==> src/rtl/i2c_pkg.sv <==
// Shared types for the I2C transaction sequencer: command/response records,
// sequencer state encoding and rw polarity.
package i2c_pkg;

    localparam logic I2C_RW_WRITE = 1'b0;
    localparam logic I2C_RW_READ  = 1'b1;

    typedef struct packed {
        logic [6:0] addr;
        logic       rw;
        logic [7:0] wdata;
    } i2c_cmd_t;

    typedef struct packed {
        logic [6:0] addr;
        logic       rw;
        logic [7:0] rdata;
        logic       err;
    } i2c_rsp_t;

    typedef enum logic [2:0] {
        S_IDLE,
        S_ISSUE,
        S_WAIT_BUSY,
        S_WAIT_DONE,
        S_RESP
    } seq_state_e;

endpackage

==> src/rtl/i2c_sync_fifo.sv <==
// Single-clock FIFO without fall-through: a pushed entry appears at rdata
// one cycle later. Push is ignored when full, pop is ignored when empty.
module i2c_sync_fifo
    import i2c_pkg::*;
#(
    parameter int WIDTH = $bits(i2c_cmd_t),
    parameter int DEPTH = 4
) (
    input  logic                     clk,
    input  logic                     rst,
    input  logic                     push,
    input  logic [WIDTH-1:0]         wdata,
    input  logic                     pop,
    output logic [WIDTH-1:0]         rdata,
    output logic                     full,
    output logic                     empty,
    output logic [$clog2(DEPTH):0]   count
);
    localparam int AW = $clog2(DEPTH);
    localparam logic [AW:0] FULL_COUNT = (AW + 1)'(DEPTH);

    logic [WIDTH-1:0] mem [DEPTH];
    logic [AW-1:0]    wptr;
    logic [AW-1:0]    rptr;
    logic             do_push;
    logic             do_pop;

    assign full    = (count == FULL_COUNT);
    assign empty   = (count == '0);
    assign do_push = push && !full;
    assign do_pop  = pop && !empty;
    assign rdata   = mem[rptr];

    always_ff @(posedge clk or posedge rst) begin
        if (rst) begin
            wptr  <= '0;
            rptr  <= '0;
            count <= '0;
        end else begin
            if (do_push) wptr <= wptr + AW'(1);
            if (do_pop)  rptr <= rptr + AW'(1);
            case ({do_push, do_pop})
                2'b10:   count <= count + (AW + 1)'(1);
                2'b01:   count <= count - (AW + 1)'(1);
                default: count <= count;
            endcase
        end
    end

    // Storage needs no reset; pointers alone define what is valid.
    always_ff @(posedge clk) begin
        if (do_push) mem[wptr] <= wdata;
    end

endmodule

==> src/rtl/i2c_txn_sequencer.sv <==
// Queues I2C commands and runs them one at a time on i2c_master_controller,
// returning one in-order response (read byte + timeout flag) per command.
module i2c_txn_sequencer
    import i2c_pkg::*;
#(
    parameter int DEPTH         = 4,
    parameter int ENABLE_CYCLES = 5,
    parameter int TIMEOUT       = 4096
) (
    input  logic                   clk,
    input  logic                   rst,
    input  logic                   cmd_valid,
    output logic                   cmd_ready,
    input  logic [6:0]             cmd_addr,
    input  logic                   cmd_rw,
    input  logic [7:0]             cmd_wdata,
    output logic                   rsp_valid,
    input  logic                   rsp_ready,
    output logic [6:0]             rsp_addr,
    output logic                   rsp_rw,
    output logic [7:0]             rsp_rdata,
    output logic                   rsp_err,
    output logic [6:0]             m_address,
    output logic [7:0]             m_data_in,
    output logic                   m_rw,
    output logic                   m_enable,
    input  logic [7:0]             m_data_out,
    input  logic                   m_ready,
    output logic                   busy,
    output logic [$clog2(DEPTH):0] cmd_count
);
    localparam int TW = $clog2(TIMEOUT + 1);
    localparam int EW = $clog2(ENABLE_CYCLES + 1);
    localparam logic [TW-1:0] TIMER_LAST  = TW'(TIMEOUT - 1);
    localparam logic [EW-1:0] ENABLE_LAST = EW'(ENABLE_CYCLES - 1);

    seq_state_e state;
    seq_state_e state_nxt;
    i2c_cmd_t   cmd_in;
    i2c_cmd_t   cmd_head;
    i2c_rsp_t   rsp_q;

    logic          fifo_full;
    logic          fifo_empty;
    logic          push;
    logic          pop;
    logic          set_err;
    logic          rsp_free;
    logic          timer_done;
    logic          active;
    logic [TW-1:0] timer;
    logic [EW-1:0] en_cnt;
    logic          seen_busy;
    logic          err_flag;

    assign cmd_in     = '{addr: cmd_addr, rw: cmd_rw, wdata: cmd_wdata};
    assign cmd_ready  = !fifo_full;
    assign push       = cmd_valid && !fifo_full;
    assign rsp_free   = !rsp_valid || rsp_ready;
    assign timer_done = (timer == TIMER_LAST);
    assign active     = (state == S_ISSUE) || (state == S_WAIT_BUSY) || (state == S_WAIT_DONE);
    assign m_enable   = (state == S_ISSUE);
    assign busy       = (state != S_IDLE) || !fifo_empty;

    i2c_sync_fifo #(
        .WIDTH ($bits(i2c_cmd_t)),
        .DEPTH (DEPTH)
    ) u_cmd_fifo (
        .clk   (clk),
        .rst   (rst),
        .push  (push),
        .wdata (cmd_in),
        .pop   (pop),
        .rdata (cmd_head),
        .full  (fifo_full),
        .empty (fifo_empty),
        .count (cmd_count)
    );

    always_ff @(posedge clk or posedge rst) begin
        if (rst) state <= S_IDLE;
        else     state <= state_nxt;
    end

    // A pending, unconsumed response blocks the next pop so responses
    // can never overtake each other.
    always_comb begin
        state_nxt = state;
        pop       = 1'b0;
        set_err   = 1'b0;
        unique case (state)
            S_IDLE: begin
                if (!fifo_empty && m_ready && rsp_free) begin
                    pop       = 1'b1;
                    state_nxt = S_ISSUE;
                end
            end
            S_ISSUE: begin
                if (timer_done) begin
                    set_err   = 1'b1;
                    state_nxt = S_RESP;
                end else if (en_cnt == ENABLE_LAST) begin
                    state_nxt = S_WAIT_BUSY;
                end
            end
            S_WAIT_BUSY: begin
                if (timer_done) begin
                    set_err   = 1'b1;
                    state_nxt = S_RESP;
                end else if (seen_busy || !m_ready) begin
                    state_nxt = S_WAIT_DONE;
                end
            end
            S_WAIT_DONE: begin
                if (m_ready) begin
                    state_nxt = S_RESP;
                end else if (timer_done) begin
                    set_err   = 1'b1;
                    state_nxt = S_RESP;
                end
            end
            S_RESP:  state_nxt = S_IDLE;
            default: state_nxt = S_IDLE;
        endcase
    end

    always_ff @(posedge clk or posedge rst) begin
        if (rst) begin
            m_address <= '0;
            m_data_in <= '0;
            m_rw      <= 1'b0;
            timer     <= '0;
            en_cnt    <= '0;
            seen_busy <= 1'b0;
            err_flag  <= 1'b0;
        end else if (pop) begin
            m_address <= cmd_head.addr;
            m_data_in <= cmd_head.wdata;
            m_rw      <= cmd_head.rw;
            timer     <= '0;
            en_cnt    <= '0;
            seen_busy <= 1'b0;
            err_flag  <= 1'b0;
        end else if (active) begin
            timer <= timer + TW'(1);
            if (state == S_ISSUE) en_cnt <= en_cnt + EW'(1);
            if (!m_ready && state != S_WAIT_DONE) seen_busy <= 1'b1;
            if (set_err) err_flag <= 1'b1;
        end
    end

    // m_address/m_rw still hold the completing command while in S_RESP.
    always_ff @(posedge clk or posedge rst) begin
        if (rst) begin
            rsp_valid <= 1'b0;
            rsp_q     <= '0;
        end else if (state == S_RESP) begin
            rsp_valid   <= 1'b1;
            rsp_q.addr  <= m_address;
            rsp_q.rw    <= m_rw;
            rsp_q.err   <= err_flag;
            rsp_q.rdata <= (m_rw == I2C_RW_READ && !err_flag) ? m_data_out : 8'h00;
        end else if (rsp_valid && rsp_ready) begin
            rsp_valid <= 1'b0;
            rsp_q     <= '0;
        end
    end

    assign rsp_addr  = rsp_q.addr;
    assign rsp_rw    = rsp_q.rw;
    assign rsp_rdata = rsp_q.rdata;
    assign rsp_err   = rsp_q.err;

endmodule

==> config.mk <==
export PLATFORM = sky130hd
export DESIGN_NAME = i2c_txn_sequencer
export DESIGN_NICKNAME = d
export VERILOG_FILES = /design/src/rtl/i2c_pkg.sv /design/src/rtl/i2c_sync_fifo.sv /design/src/rtl/i2c_txn_sequencer.sv
export SDC_FILE = /design/constraint.sdc
export NUM_CORES = 1
export LEC_CHECK = 0
export BUFFER_PORTS_ARGS = -buffer_cell sky130_fd_sc_hd__buf_4
export CAP_MARGIN = 20
export CORE_MARGIN = 2
export CORE_UTILIZATION = 51
export DETAILED_ROUTE_END_ITERATION = 16
export PLACE_DENSITY = 0.75
export REMOVE_ABC_BUFFERS = 1
export SLEW_MARGIN = 20
export SYNTH_ARGS = -nofsm -noshare
export SYNTH_HDL_FRONTEND = slang
export SYNTH_SLANG_ARGS = --single-unit
export TNS_END_PERCENT = 1
==> constraint.sdc <==
create_clock -name clk -period 2.5 [get_ports clk]
set_clock_uncertainty 0.2 [all_clocks]
set_input_delay 0.375 -clock clk [delete_from_list [all_inputs] [get_ports clk]]
set_output_delay 0.375 -clock clk [all_outputs]
set_load 0.02 [all_outputs]
# Yosys cells after proc, flatten, opt, wreduce, memory -nomap -nowiden
# Memories as Yosys holds them, arrays and structs flattened. A register that Yosys moved wholly into a read port is not among the register bits.
# Cells that the tools add are included.
# op_classes
n_addsub	6
n_reduce_logical	32
n_mux	32
eq_ne	14
# op_table
cell	count
2-to-1 mux 17 bit	2
2-to-1 mux 3 bit	10
2-to-1 mux 13 bit	2
2-to-1 mux 1 bit	14
adder 13 x 1 -> 13 bit, second input constant	1
equality test 13 x 12 -> 1 bit, second input constant	1
one-hot mux 3 bit (4 select lines)	1
nonzero test 2 bit	6
equality test 3 bit, second input constant	3
logical AND 1 bit	8
2-to-1 mux 8 bit	1
adder 3 x 1 -> 3 bit, second input constant	2
equality test 3 x 2 -> 1 bit, second input constant	2
logical NOT 3 bit	2
inequality test 3 x 2 -> 1 bit, second input constant	2
one-hot mux 3 bit (2 select lines)	1
AND reduction 2 bit	3
logical NOT 1 bit	5
logical OR 1 bit	5
adder 2 x 1 -> 2 bit, second input constant	2
AND reduction 4 bit	1
equality test 3 x 1 -> 1 bit, second input constant	1
inequality test 3 x 1 -> 1 bit, second input constant	1
inequality test 3 bit, second input constant	1
other kinds (7)	7
# word_totals
ramBits	64
out_inout_bits	40
memories	1
reg_bits	46
# memory_table
memory	words	word_bits	rd	rd_clocked_by_memory_dff	write_ports	line_no	source
u_cmd_fifo.mem	4	16	1	1	1	i2c_sync_fifo.sv:22	logic [WIDTH-1:0] mem [DEPTH];

# Longest topological paths before layout
# logic_depth
word_depth	9
mapped_depth	11
mapped_depth_nobuf	9

# Hierarchy
# A second synthesis with hierarchy kept.
# hier_totals
hier_cells	356
area_unflattened_um2	5222.5
# modules_own_cells
module	cells_per_inst	area_per_inst_um2	seq_area_each_um2	instances
i2c_sync_fifo	122	2778.9	2097.0	1
i2c_txn_sequencer	234	2443.6	1376.3	1

# Least setup slack after synthesis
# Ideal clock, no wire load.
# synth_timing
path_type	reg2reg
startpoint	register state[0]
endpoint	register u_cmd_fifo.count[2]
slack_ns	-0.002
t_arrival_ns	2.222
setup_ns	0.080
required_ns	2.220
n_path_buf	2
path_stages_with_launch	12
path_cell_list	dfrtp_1 buf_2 nor3_2 nand4b_4 inv_2 buf_4 ha_1 inv_1 fa_1 xor2_1 nor2_1 xor2_1
# synth_between
elab_chain_len	5
word_cells_on_any_way	7
# synth_lines
item	line_no	source
start, declared	i2c_txn_sequencer.sv:37	seq_state_e state;
start signal, assigned	i2c_txn_sequencer.sv:82	else state <= state_nxt;
logical NOT 3 bit (*)	i2c_txn_sequencer.sv:91	unique case (state)
2-to-1 mux 1 bit (*)	i2c_txn_sequencer.sv:91	
logical AND 1 bit (*)	i2c_sync_fifo.sv:31	assign do_pop = pop && !empty;
via u_cmd_fifo.do_pop	i2c_sync_fifo.sv:26	logic do_pop;
equality test 2 x 1 -> 1 bit / equality test 2 bit (equally long branches)	i2c_sync_fifo.sv:42	case ({do_push, do_pop})
one-hot mux 3 bit (2 select lines) / nonzero test 2 bit (equally long branches)	--	
end signal, assigned	i2c_sync_fifo.sv:43	2'b10: count <= count + (AW + 1)'(1);
end signal, assigned	i2c_sync_fifo.sv:44	2'b01: count <= count - (AW + 1)'(1);
end signal, assigned	i2c_sync_fifo.sv:45	default: count <= count;
end, declared	i2c_sync_fifo.sv:17	output logic [$clog2(DEPTH):0] count
# Mark *: on every way through the listed nets, which the timed path passes. The rest lies on a longest branch.
# A chain may end at the register's enable or synchronous reset.

# Final worst setup path
# layout_timing
startpoint	register u_cmd_fifo.count[0]
endpoint	register u_cmd_fifo.count[2]
# layout_between
elab_chain_len	9
word_cells_on_any_way	17
# layout_lines
item	line_no	source
logical NOT 3 bit	i2c_sync_fifo.sv:29	assign empty = (count == '0);
logical NOT 1 bit	i2c_sync_fifo.sv:31, i2c_txn_sequencer.sv:93	
logical AND 1 bit (2 in series)	i2c_txn_sequencer.sv:93	if (!fifo_empty && m_ready && rsp_free) begin
2-to-1 mux 1 bit	i2c_txn_sequencer.sv:93	
2-to-1 mux 1 bit	i2c_txn_sequencer.sv:91	
logical AND 1 bit	i2c_sync_fifo.sv:31	
equality test 2 x 1 -> 1 bit / equality test 2 bit (equally long branches)	i2c_sync_fifo.sv:42	
one-hot mux 3 bit (2 select lines) / nonzero test 2 bit (equally long branches)	--	
# Parallel ways exist; a longest one is shown, timed or not.

==> summary.md <==
| Metric | Value |
|---|---|
| Post-CTS sizing | `0` |
| Lkg Pwr | `2.85 nW` |
| Post-synthesis sequential area ratio | `67.7%` |
| P&R area growth vs syn | `30.1%` |
| Core ar. | `9770 um2` |
| Total power | `8.15 mW` |
| Core Util, Final | `68.3%` |
| Post-synth top cells | `64 x edfxtp_1, 62 x dfrtp_1, 58 x nand2_1` |
| Total Routing Usage GR | `20.4%` |
| CTS tree | `done` |
| PD cells | `1220 nW/um2` |
| Yosys warning total | `0` |
| Length of the first detailed-routing pass in iterations | `5` |
| Residual DRC | `0` |
| Fmax | `440 MHz` |
| WL/cell | `17.3 um` |
| Pin count of the biggest net entering global routing | `31` |
| Clk slew on worst S/H paths | `0.06 ns` |
| Setup bufs post-CTS | `0` |
| Critical path launch point type | `flop` |
| Max IR drop VDD | `661 uV` |
| HP Start | `cmd_valid` |
| Worst hold-check path type | `primary input to flop` |
| # diodes | `0` |
| DR vias/cell | `5.21` |
| P_int | `5.49 mW` |
| CP arrival | `2.51 ns` |
| Worst-Skew Late Latency | `0.52 ns` |
| Final period utilization | `91.0%` |
| Crit end category | `flop` |
| Number of flops mapped to enable cells by yosys | `64` |
| Comb power frac | `31.2%` |
| TNS Setup | `0 ns` |
| Reg2reg start | `u_cmd_fifo.count[0]$_DFFE_PP0P_` |
| GRT overflow | `0` |
| Seq pwr share | `38.7%` |
| Worst path required time | `2.73 ns` |
| Starting DRT DRC Count | `170` |
| Vias | `3138` |
| Die width | `104 um` |
| Tmin final | `2.28 ns` |
| Hold-fix buffers, CTS | `26` |
| FF+latch count, synth | `126` |
| Final Hold Fails | `0` |
| Number of antenna violations at the first check in global routing | `0` |
| Final Max Slew Viols | `0` |
| Synth top area cells | `edfxtp_1 37%, dfrtp_1 30%, mux4_2 7.0%, nand2_1 4.2%, a22o_1 3.1%` |
| Synth Instances | `341` |
| Slew HR | `65.3%` |
| CP max FO | `6` |
| Clock power frac | `30.1%` |
| Die Height | `104 um` |
| Root Driver | `clkbuf_8` |
| Syn Area/Cell | `15.0 um2` |
| Cell taking the most area after synthesis | `edfxtp_1` |
| Vias in the first global route | `3334` |
| Clk sinks | `126` |
| Status | `completed` |
| DP Wirelength | `6450 um` |
| Yosys cell types | `45` |
| Dominant synthesized flop cell | `edfxtp_1` |
| Final GP Congestion | `0.822` |
| Slowest stage delay, CP | `0.42 ns` |
| Worst setup path startpoint | `u_cmd_fifo.count[0]$_DFFE_PP0P_` |
| Switching share of power | `32.6%` |
| Net switching power | `2.65 mW` |
| Least-Margin Pin Slew | `0.518 ns` |
| IO Port Bufs | `68` |
| Final Setup Violations | `0` |
| Routed wire length | `10400 um` |
| CP cell instances | `inv_1 -> nand3_1 -> nand2_1 -> ha_1 -> inv_1 -> fa_1 -> xor2_1 -> nor2_1 -> xor2_1` |
| First-pass GRT wire length | `16900 um` |
| Slowest CP cell | `dfrtp_1` |
| Nets | `494` |
| Top-count cell post-synth | `edfxtp_1` |
| Yosys top cell area share | `37.5%` |
| Max-Cap Viols | `0` |
| Clk buf depth | `2` |
| Fraction of layout cells with a size suffix above 1 | `31.1%` |
| Post-Syn Area | `5130 um2` |
| Initial Util | `52.5%` |
| Async S/R FF share, synth | `49.2%` |
| Die ar. | `10900 um2` |
| Final ANT Viol Nets | `0` |
| Rows | `36` |
| Unrepaired setup endpoints after global routing | `false` |
| CTS buffer count | `17` |
| Ports | `69` |
| CP Class | `flop to flop` |
| CTS H-Tree Depth | `4` |
-- metal layers --
metal	global-route usage (%)	vias to the layer above	part of all wire, %
li1	-	1479	-
met1	24.1	1585	42
met2	36.4	63	54
met3	5.39	11	3.2
met4	6.27	0	0.95
met5	0	-	0
-- worst max-delay path, delay by kind of cell (launching register included) --
kind	cells	cell delay (ns)
adders and majority gates	2	0.59
and+or+nand+nor	3	0.45
DFF	1	0.42
xor gates and xnor gates	2	0.34
buffers and inverters	2	0.18
-- power groups by stage --
stage	Sequential [mW]	Clock, mW	Combinational [mW]
final	3.15	2.45	2.55
after global routing	3.22	2.57	2.77
after CTS	3.15	2.48	2.58
after detailed placement	3.18	0	2.52
after global placement	3.14	0	2.45
after floorplan	3.50	0	1.22
-- registers in the layout, summed over array words and instances, names as in the netlist --
signal / flops
en_cnt: 3
err_flag: 1
state: 3
u_cmd_fifo.count: 3
m_address: 7
timer: 13
seen_busy: 1
m_rw: 1
rsp_rw: 1
m_data_in: 8
rsp_addr: 7
rsp_rdata: 8
u_cmd_fifo.rptr: 2
u_cmd_fifo.wptr: 2
u_cmd_fifo.mem: 64
rsp_valid: 1
rsp_err: 1
-- cell type report --
cell class | count | area [um2]
clock buffers | 17 | 414
clock inverters | 15 | 185
repair buffers | 109 | 883
multi-input cells | 192 | 1520
inverters | 10 | 37.5
fillers | 690 | 3100
well taps | 133 | 166
flip-flops and latches | 126 | 3470
-- per-stage QoR --
stage	cell area (um2)	std cells	worst slack [ns]	hold slack [ns]
3_3_place_gp	5820	544	0.328	0.143
4_1_cts	6680	602	0.207	0.0162
5_1_grt	6680	602	0.0713	0.0661
3_5_place_dp	5820	544	0.205	0.152
6_report	6680	602	0.225	0.0227
2_1_floorplan	5030	328	-0.168	0.267
-- kinds of logic (layout without fill, tap and decap cells) --
group	after synthesis	count (layout)	share of synthesized area [%]
mux	21	21	8.05
flops	126	126	67.7
compound gates	34	34	5.58
xor+xnor	17	17	2.90
simple gates	111	111	10.7
buf+inv	23	151	2.78
fa+ha+maj	9	9	2.34
-- cells in the final DEF, fill, tap and decap left out, drive strengths merged, types with 4 or more instances in the layout --
| master | n |
|---|---|
| a21oi | 5 |
| a22o | 18 |
| and3 | 4 |
| buf | 83 |
| clkbuf | 17 |
| clkinvlp | 5 |
| dfrtp | 62 |
| dlygate4sd3 | 26 |
| edfxtp | 64 |
| ha | 8 |
| inv | 14 |
| mux4 | 16 |
| nand2 | 58 |
| nand3 | 5 |
| nand4 | 5 |
| nor2 | 18 |
| nor3 | 8 |
| nor4 | 4 |
| xnor2 | 13 |
| xor2 | 4 |
-- path summary, 6_finish.rpt --
kind                                                    to  slack [ns]  cells past startpoint
max                        u_cmd_fifo.count[2]$_DFFE_PP0P_        0.22                      9
min                         u_cmd_fifo.wptr[0]$_DFFE_PP0P_        0.02                      3
max reg2reg                u_cmd_fifo.count[2]$_DFFE_PP0P_        0.22                      9
min reg2reg                       m_data_in[2]$_DFFE_PP0N_        0.29                      2
max in group asynchronous         m_address[6]$_DFFE_PP0N_        1.24                      4
min in group asynchronous         m_data_in[3]$_DFFE_PP0N_        0.17                      3
Note: power is estimated with default switching activity, not from simulation.
